## src/rtl/loop_sched_pkg.sv

```systemverilog
// Shared types and constants for the loop scheduler and its arbiter.
package loop_sched_pkg;

    // Number of requesters sharing the loop datapath.
    localparam int NUM_REQ = 2;

    // Default datapath width of the loop index, accumulator and bounds.
    localparam int W_DEF = 10;

    // Scheduler control states.
    typedef enum logic [1:0] {
        IDLE = 2'd0,
        RUN  = 2'd1,
        DONE = 2'd2
    } state_t;

endpackage : loop_sched_pkg

```

## src/rtl/loop_sched_rr_arb2.sv

```systemverilog
// Two-way round-robin arbiter. The grant is combinational from the live
// requests; the priority pointer moves away from the last owner whenever
// the update strobe fires (once per completed loop).
module rr_arb2
    import loop_sched_pkg::*;
(
    input  logic               clk,
    input  logic               rst,
    input  logic [NUM_REQ-1:0] req,
    input  logic               upd,
    input  logic               last,
    output logic [NUM_REQ-1:0] grant
);

    // Index of the requester that wins a tie; 0 out of reset.
    logic ptr;

    // Move priority to the requester that was not served last.
    // NOTE: sequential state uses non-blocking assignments so every flop
    // samples pre-edge values regardless of block evaluation order.
    always_ff @(posedge clk or negedge rst) begin
        if (!rst) begin
            ptr <= 1'b0;
        end else if (upd) begin
            ptr <= ~last;
        end
    end

    // One-hot grant: a lone requester always wins, a tie goes to ptr.
    // NOTE: the default assignment first guarantees no latch is inferred.
    always_comb begin
        grant = '0;
        case (req)
            2'b01:   grant = 2'b01;
            2'b10:   grant = 2'b10;
            2'b11:   grant = ptr ? 2'b10 : 2'b01;
            default: grant = '0;
        endcase
    end

endmodule : rr_arb2

```

## src/rtl/loop_sched.sv

```systemverilog
// Shares one counting loop (index i, accumulator sn) between two
// requesters. IDLE arbitrates, RUN counts up to the latched bound while
// selector is high, DONE pulses completion to the owner.
// Optional macro LOOP_SCHED_CHECK_EN compiles in an invariant monitor that
// drives the sticky err flag; without it err is tied low.
module loop_sched
    import loop_sched_pkg::*;
#(
    parameter int W = W_DEF
) (
    input  logic               clk,
    input  logic               rst,
    input  logic [NUM_REQ-1:0] req,
    input  logic [W-1:0]       n0,
    input  logic [W-1:0]       n1,
    input  logic               selector,
    output logic [NUM_REQ-1:0] ack,
    output logic               busy,
    output logic               owner,
    output logic [W-1:0]       i,
    output logic [W-1:0]       sn,
    output logic [NUM_REQ-1:0] done,
    output logic               err
);

    state_t             state;
    logic [W-1:0]       bound;
    logic [NUM_REQ-1:0] grant;

    rr_arb2 u_arb (
        .clk   (clk),
        .rst   (rst),
        .req   (req),
        .upd   (state == DONE),
        .last  (owner),
        .grant (grant)
    );

    // Control FSM with registered pulses, bound latch and loop counters.
    always_ff @(posedge clk or negedge rst) begin
        if (!rst) begin
            state <= IDLE;
            ack   <= '0;
            done  <= '0;
            busy  <= 1'b0;
            owner <= 1'b0;
            bound <= '0;
            i     <= '0;
            sn    <= '0;
        end else begin
            ack  <= '0;
            done <= '0;
            case (state)
                IDLE: begin
                    if (|grant) begin
                        owner <= grant[1];
                        bound <= grant[1] ? n1 : n0;
                        i     <= '0;
                        sn    <= '0;
                        ack   <= grant;
                        busy  <= 1'b1;
                        state <= RUN;
                    end
                end
                RUN: begin
                    // Stopping at the bound keeps i and sn from wrapping.
                    if (i == bound) begin
                        done  <= owner ? 2'b10 : 2'b01;
                        state <= DONE;
                    end else if (selector) begin
                        i  <= i + W'(1);
                        sn <= sn + W'(1);
                    end
                end
                DONE: begin
                    busy  <= 1'b0;
                    state <= IDLE;
                end
                default: begin
                    busy  <= 1'b0;
                    state <= IDLE;
                end
            endcase
        end
    end

`ifdef LOOP_SCHED_CHECK_EN
    // Sticky flag for a loop that lost lock-step or overran its bound.
    always_ff @(posedge clk or negedge rst) begin
        if (!rst) begin
            err <= 1'b0;
        end else if (state == RUN && (sn != i || i > bound)) begin
            err <= 1'b1;
        end
    end
`else
    assign err = 1'b0;
`endif

endmodule : loop_sched
```

## config.mk

```make
export PLATFORM = sky130hd
export DESIGN_NAME = loop_sched
export DESIGN_NICKNAME = d
export VERILOG_FILES = /design/src/rtl/loop_sched_pkg.sv /design/src/rtl/loop_sched_rr_arb2.sv /design/src/rtl/loop_sched.sv
export SDC_FILE = /design/constraint.sdc
export NUM_CORES = 1
export LEC_CHECK = 0
export CAP_MARGIN = 20
export CORE_AREA = 2 2 67 69
export CTS_CLUSTER_SIZE = 16
export DETAILED_ROUTE_END_ITERATION = 10
export DIE_AREA = 0 0 69 71
export PLACE_DENSITY_LB_ADDON = 0.1
export RECOVER_POWER = 100
export SETUP_SLACK_MARGIN = 0.5
export SLEW_MARGIN = 0
export SYNTH_ARGS = -nofsm -noshare
export SYNTH_HDL_FRONTEND = slang
export SYNTH_SLANG_ARGS = --single-unit
```

## constraint.sdc

```tcl
create_clock -name clk -period 2.8 [get_ports clk]
set_clock_uncertainty 0.15 [all_clocks]
set_input_delay 0.42 -clock clk [delete_from_list [all_inputs] [get_ports clk]]
set_output_delay 0.42 -clock clk [all_outputs]
set_load 0.005 [all_outputs]
```

==> flow_summary.ini, run 1 <==
[hold_path]
min_to = u_arb.ptr$_DFFE_PN0N_
worstHoldPathCells = 2
hold_path.class = register to register
worstHoldStart = u_arb.ptr$_DFFE_PN0N_

[clock_tree]
post_cts_buffers = 0
path_clk_slew_ns = 0.08
cts_tree = yes
cts_made_buffers = 5
clock-root-buffer = clkbuf_8
h-tree-depth = 2
cts_sinks = 39
cts_buffer_depth = 2
clk_latency_ns = 0.29

[logic_synthesis]
synth-simple-area-share_pct = 17.35
yosys.area.top_type_share_pct = 48.33
postSynthAreaPerCell_um2 = 9.526
async_reset_ff_share_pct = 100.0
synth.most_common_cell = dfrtp_1
yosysTopAreaCell = dfrtp_1
synthesis.nets = 239
ys.flop_type = dfrtp_1
ys_warn_count = 0
synth-compound-area-share_pct = 20.57
seq_area_frac_synth_pct = 48.33
synthTopCellsByArea = dfrtp_1 (48%), xnor2_1 (4.3%), a21oi_1 (4.0%), nand2_1 (3.9%), nand3_1 (3.7%)
syn_inst = 212
yosysUniqueCellTypes = 36
synth_top_family_by_area = compound AO/OA/AOI/OAI gates
synth_area_um2 = 2019
synth_mux_area_share_pct = 2.107
synth_fa_ha_area_share_pct = 1.239
yosys-top-cells-count = dfrtp_1 (39), nand2_1 (21), inv_1 (19)
synth_seq_cells = 39
synth_edf_count = 0
synth_xor_xnor_area_share_pct = 4.337

[floorplanning]
die_area_um2 = 4899
coreArea_um2 = 4204
ioPinCount = 52
dieHeight_um = 71
dieWidth_um = 69
initial_core_util_pct = 48.04
num_rows = 24

[setup_path]
crit_path_start_kind = register
reg2reg_to = sn[9]$_DFFE_PN0P_
path_max_fanout = 8
end_kind = register
crit_family = simple AND/OR/NAND/NOR gates
slowest_delay_ns = 0.64
worst-path-buf-inv = 0
r2r-start = i[4]$_DFFE_PN0P_
crit_chain = xnor2_1 > nand4_1 > or3_1 > nand2_2 > o311ai_0
crit_slowest_cell = or3_1
reg2reg_depth = 5
crit_type = register to register
worst-r2r-setup-slack_ns = 0.45
crit_required_ns = 2.79
cp.arrival_ns = 2.35

[timing]
rsz0062_at_grt = no
setup_viol = 0
maxSlewHeadroom_pct = -35.19
fin_crit_sh_pct = 84.05
whs_ns = 0.3606
final_hold_viol_count = 0
worst_pin_slew_ns = 2.028
drv_slew = 40
finalCriticalPeriod_ns = 2.353
fin_tns_setup_ns = 0
max_clock_freq_ghz = 0.4249

[finish]
layout.nets = 291
areaGrowthSynthToFinish_pct = 29.93
diodes = 0
drive_gt1_share_pct = 5.283
fill_cells = 385

[flow_run]
maxCapViolations = 1

[global_routing]
gr-total-overflow = 0
grt_pass1_wl_um = 8355
grt.total_usage_pct = 20.83
grt_pass1_vias = 1739
grt_max_degree = 40
antenna_found_initial = 0

[route]
drc = 0
first_pass_iters = 5
avgViaCountPerCell = 5.732
routed_wl_um = 4744
ant_nets = 0
vias = 1817
drtIter0Drc = 138
wire_per_inst_um = 14.97

[power]
ir_worst_vdd_mv = 0.3554
p_per_area_nw_per_um2 = 909.2
p_leak_uw = 0.001163

[status]
run_status = finished, violations left
violations = capacitance limit, slew limit

[placement]
port_buffers = 50
dpl.hpwl_um = 3444
routabilityCongestion = 0.8101
[worst max-delay path by stage]
stage	startpoint	endpoint	cells after the start
floorplan	i[4]$_DFFE_PN0P_	i[9]$_DFFE_PN0P_	6
global placement	selector	bound[0]$_DFFE_PN0P_	6
detailed placement	selector	bound[0]$_DFFE_PN0P_	6
CTS	i[4]$_DFFE_PN0P_	sn[9]$_DFFE_PN0P_	5
global route	rst	i[1]$_DFFE_PN0P_	1
finish	i[4]$_DFFE_PN0P_	sn[9]$_DFFE_PN0P_	5
[report_power, final]
| group | total (uW) | switching (uW) | internal [uW] |
|---|---|---|---|
| Sequential | 1010 | 241 | 771 |
| Clock | 369 | 194 | 175 |
| Combinational | 1000 | 484 | 520 |
| Total | 2390 | 919 | 1470 |
[per-stage QoR]
stage / setup slack (ns) / util, % / std cells / power [uW] / area (um^2)
final: 0.4466 / 62.41 / 317 / 2386 / 2624
after global routing: 0.3117 / 62.41 / 317 / 2577 / 2624
after CTS: 0.5531 / 62.89 / 317 / 2481 / 2644
after detailed placement: 0.3845 / 60.95 / 309 / 2114 / 2562
after global placement: 0.3916 / 60.95 / 309 / 2083 / 2562
after floorplan: 0.9229 / - / 212 / 1603 / 2019
[final cells by class]
class	instances	area [um^2]	area share (%)
Sequential cell	39	975.9	37.20
Multi-Input combinational cell	145	913.4	34.81
Timing Repair Buffer	54	516.7	19.69
Clock buffer	7	76.32	2.909
Inverter	19	71.32	2.718
Tap cell	52	65.06	2.480
Clock inverter	1	5.005	0.1907
[kinds of logic after synthesis]
family                   after synthesis
AND/OR/NAND/NOR                       66
AO/OA/AOI/OAI                         62
flip-flops                            39
buffers and inverters                 28
XOR/XNOR                              10
multiplexers                           4
adder cells (fa/ha/maj)                2
other                                  1
[state kept, by name (all words and copies together) (netlist names)]
name	flops
sn	10
busy	1
u_arb.ptr	1
owner	1
bound	10
i	10
state	2
done	2
ack	2
[layer usage]
metal  wire length [um]  track usage (%)
met5                  0                0
met3                330            5.271
met4                 40            4.139
met2               2235            34.40
met1               2137            28.11
[worst reg2reg max path, cell delays in order, from the launching register on]
cell and delay (ns):
dfrtp_1 0.49, xnor2_1 0.19, nand4_1 0.36, or3_1 0.64
nand2_2 0.22, o311ai_0 0.16
[placed cells by master, fill, tap and decap left out, types with 3 or more instances in the layout]
master            n
a21oi_1          16
or4_1             4
o22ai_1          12
o21ai_0           6
o211ai_1          9
dfrtp_1          39
o31ai_1           7
nor3_1            3
xnor2_1          10
nand3_1          15
clkbuf_8          5
dlygate4sd3_1    26
nand2_1          21
clkbuf_1          5
and3_1            9
clkdlybuf4s50_1  23
or3_1             6
nor2_1            4
inv_1            19
[timing repair]
action,CTS,global route
setup endpoints to repair,0,4
hold buffers,0,0
gates resized for setup,0,1
Note: power is estimated with default switching activity, not from simulation.
==> inputs of run 2 (changes only) <==
--- a/config.mk
+++ b/config.mk
@@ -6,10 +6,10 @@
 export NUM_CORES = 1
 export LEC_CHECK = 0
 export CAP_MARGIN = 20
-export CORE_AREA = 2 2 67 69
+export CORE_AREA = 2 2 68 70
 export CTS_CLUSTER_SIZE = 16
 export DETAILED_ROUTE_END_ITERATION = 10
-export DIE_AREA = 0 0 69 71
+export DIE_AREA = 0 0 70 72
 export PLACE_DENSITY_LB_ADDON = 0.1
 export RECOVER_POWER = 100
 export SETUP_SLACK_MARGIN = 0.5
==> constraint.sdc (replaced) <==
create_clock -name clk -period 2.4 [get_ports clk]
set_clock_uncertainty 0.15 [all_clocks]
set_input_delay 0.36 -clock clk [delete_from_list [all_inputs] [get_ports clk]]
set_output_delay 0.36 -clock clk [all_outputs]
set_load 0.005 [all_outputs]
==> run 2 against run 1 <==
The flow now finishes without violations. Flip-flop and latch count did not move. Wire length rose by 6.2%. Design area rose by 11%. Utilization rose by 6.1 points. Final cell count rose by 7.3%. Non-clock buffer count rose by 23. Total power rose by 40%. Die area rose by 2.9%. Largest power group is now combinational cells.
==> flow_summary.ini, run 2 (synthesis gave the netlist of run 1 again) <==
[status]
run_status = finished, final reports clean

[power]
p_seq_share_pct = 35.0
p_per_area_nw_per_um2 = 1142
p_leak_uw = 0.001323
internal_power_uw = 2134
ir_worst_vdd_mv = 0.5288
combPwrFrac_pct = 45.4
switchingPower_uw = 1200
p_sw_share_pct = 35.99
pwr-share-clk_pct = 19.6

[finish]
stdcell_count = 340
multi_input_area_um2 = 978.4
areaGrowthSynthToFinish_pct = 44.61
fill_cells = 354
design_area_um2 = 2920
utilization_pct = 68.49
drive_gt1_share_pct = 16.67
layout.nets = 314
diodes = 0
ff_latch_area_um2 = 978.4
final_cell_mix = dfrtp_1 (37), clkdlybuf4s50_1 (26), dlygate4sd3_1 (23)
top_regs = bound: 10 flops, i: 10 flops, sn: 10 flops
final_common_cell = dfrtp_1

[timing]
max_clock_freq_ghz = 0.4900
finalCriticalPeriod_ns = 2.041
rsz0062_at_grt = yes
maxSlewHeadroom_pct = 36.03
fin_tns_setup_ns = 0
drv_slew = 0
fin_crit_sh_pct = 85.03
setup_viol = 0
whs_ns = 0.04312
worst_pin_slew_ns = 0.9596
final_hold_viol_count = 0

[route]
routed_wl_um = 5038
first_pass_iters = 4
drc = 0
wire_per_inst_um = 14.82
drtIter0Drc = 155
avgViaCountPerCell = 5.571
ant_nets = 0
vias = 1894

[setup_path]
crit_path_start_kind = register
end_kind = output pin
crit_family = buffers and inverters
worst-r2r-setup-slack_ns = 0.37
slowest_delay_ns = 0.57
worst-path-buf-inv = 2
crit_chain = clkbuf_1 > clkdlybuf4s50_1
crit_slowest_cell = clkdlybuf4s50_1
cp.arrival_ns = 1.53
path_max_fanout = 7
crit_type = register to output pin
crit_required_ns = 1.89

[floorplanning]
ioPinCount = 52
dieHeight_um = 72
die_area_um2 = 5040
dieWidth_um = 70
num_rows = 24
initial_core_util_pct = 47.36
coreArea_um2 = 4264

[global_routing]
grt_max_degree = 40
gr-total-overflow = 0
grt_pass1_wl_um = 8707
grt.total_usage_pct = 21.66
grt_pass1_vias = 1849
antenna_found_initial = 0

[clock_tree]
hold_buffers = 0
path_clk_slew_ns = 0.08
cts_tree = yes
clock-root-buffer = clkbuf_8
h-tree-depth = 2
cts_sinks = 39
clk_latency_ns = 0.30
cts_made_buffers = 5
cts_buffer_depth = 2

[placement]
dp_cells = 318
routabilityCongestion = 0.7967
dpl.hpwl_um = 3456
placed_cell_area_um2 = 2630
port_buffers = 50

[flow_run]
maxCapViolations = 0

[hold_path]
hold_path.class = primary input to asynchronous set/reset pin
-- run 2: cell count changes in the layout (fill, tap and decap cells not counted), moves of 3 or more --
| cell | previous run | this run |
|---|---|---|
| xnor2_2 | 0 | 3 |
| dlygate4sd3_1 | 26 | 23 |
| xnor2_1 | 10 | 7 |
| clkdlybuf4s50_1 | 23 | 26 |
| buf_4 | 2 | 20 |
| buf_6 | 0 | 3 |
-- run 2: power groups by stage --
stage / logic, uW / clock network (uW) / registers, uW
floorplan: 716 / 0 / 1150
global placement: 1330 / 0 / 1180
detailed placement: 1340 / 0 / 1180
CTS: 1440 / 661 / 1170
global route: 1680 / 682 / 1220
finish: 1510 / 654 / 1170
-- run 2: worst register-to-register path, stage by stage, from the launching register on --
cell and delay [ns]:
dfrtp_2 0.44, xnor2_1 0.19, nand4_2 0.14, buf_6 0.15
nor3_4 0.22, clkbuf_1 0.35, o21ai_0 0.15, a31oi_1 0.17
-- run 2: per-stage QoR --
| stage | total power, uW | setup slack, ns |
|---|---|---|
| after CTS | 3269 | 0.5098 |
| after detailed placement | 2522 | 0.2290 |
| after global placement | 2502 | 0.2684 |
| final | 3334 | 0.3592 |
| after global routing | 3577 | 0.2313 |
| after floorplan | 1870 | 0.5229 |
-- run 2: worst paths after layout --
check,from,endpoint,depth (start not counted)
min in group clk,sn[7]$_DFFE_PN0P_,sn[7]$_DFFE_PN0P_,1
max reg2reg,i[1]$_DFFE_PN0P_,sn[5]$_DFFE_PN0P_,7
min,rst,done[1]$_DFF_PN0_,1
max,i[5]$_DFFE_PN0P_,i[5],2
min reg2reg,sn[7]$_DFFE_PN0P_,sn[7]$_DFFE_PN0P_,1
max in group asynchronous,rst,i[1]$_DFFE_PN0P_,1
-- run 2: timing repair --
| action | 4_1_cts | 5_1_grt |
|---|---|---|
| gates resized for setup | 8 | 15 |
| hold endpoints to repair | 0 | 0 |
| pin swaps | 2 | 3 |
| setup endpoints to repair | 14 | 21 |
| buffers inserted | 6 | 8 |
| gates cloned | 0 | 0 |
-- run 2: cell type report --
type                            instances  area share (%)
Clock buffer                            6           2.485
Clock inverter                          2           2.057
Inverter                               19           2.442
Multi-Input combinational cell        145           33.50
Sequential cell                        39           33.50
Tap cell                               52           2.228
Timing Repair Buffer                   77           23.78
-- run 2: routing by layer --
| layer | share of wire (%) | GRT usage [%] | up-vias |
|---|---|---|---|
| met5 | 0 | 0 | - |
| met4 | 0.95 | 6.410 | 0 |
| met3 | 5.5 | 5.278 | 6 |
| met2 | 49 | 35.56 | 66 |
| met1 | 45 | 28.80 | 892 |
| li1 | - | - | 930 |
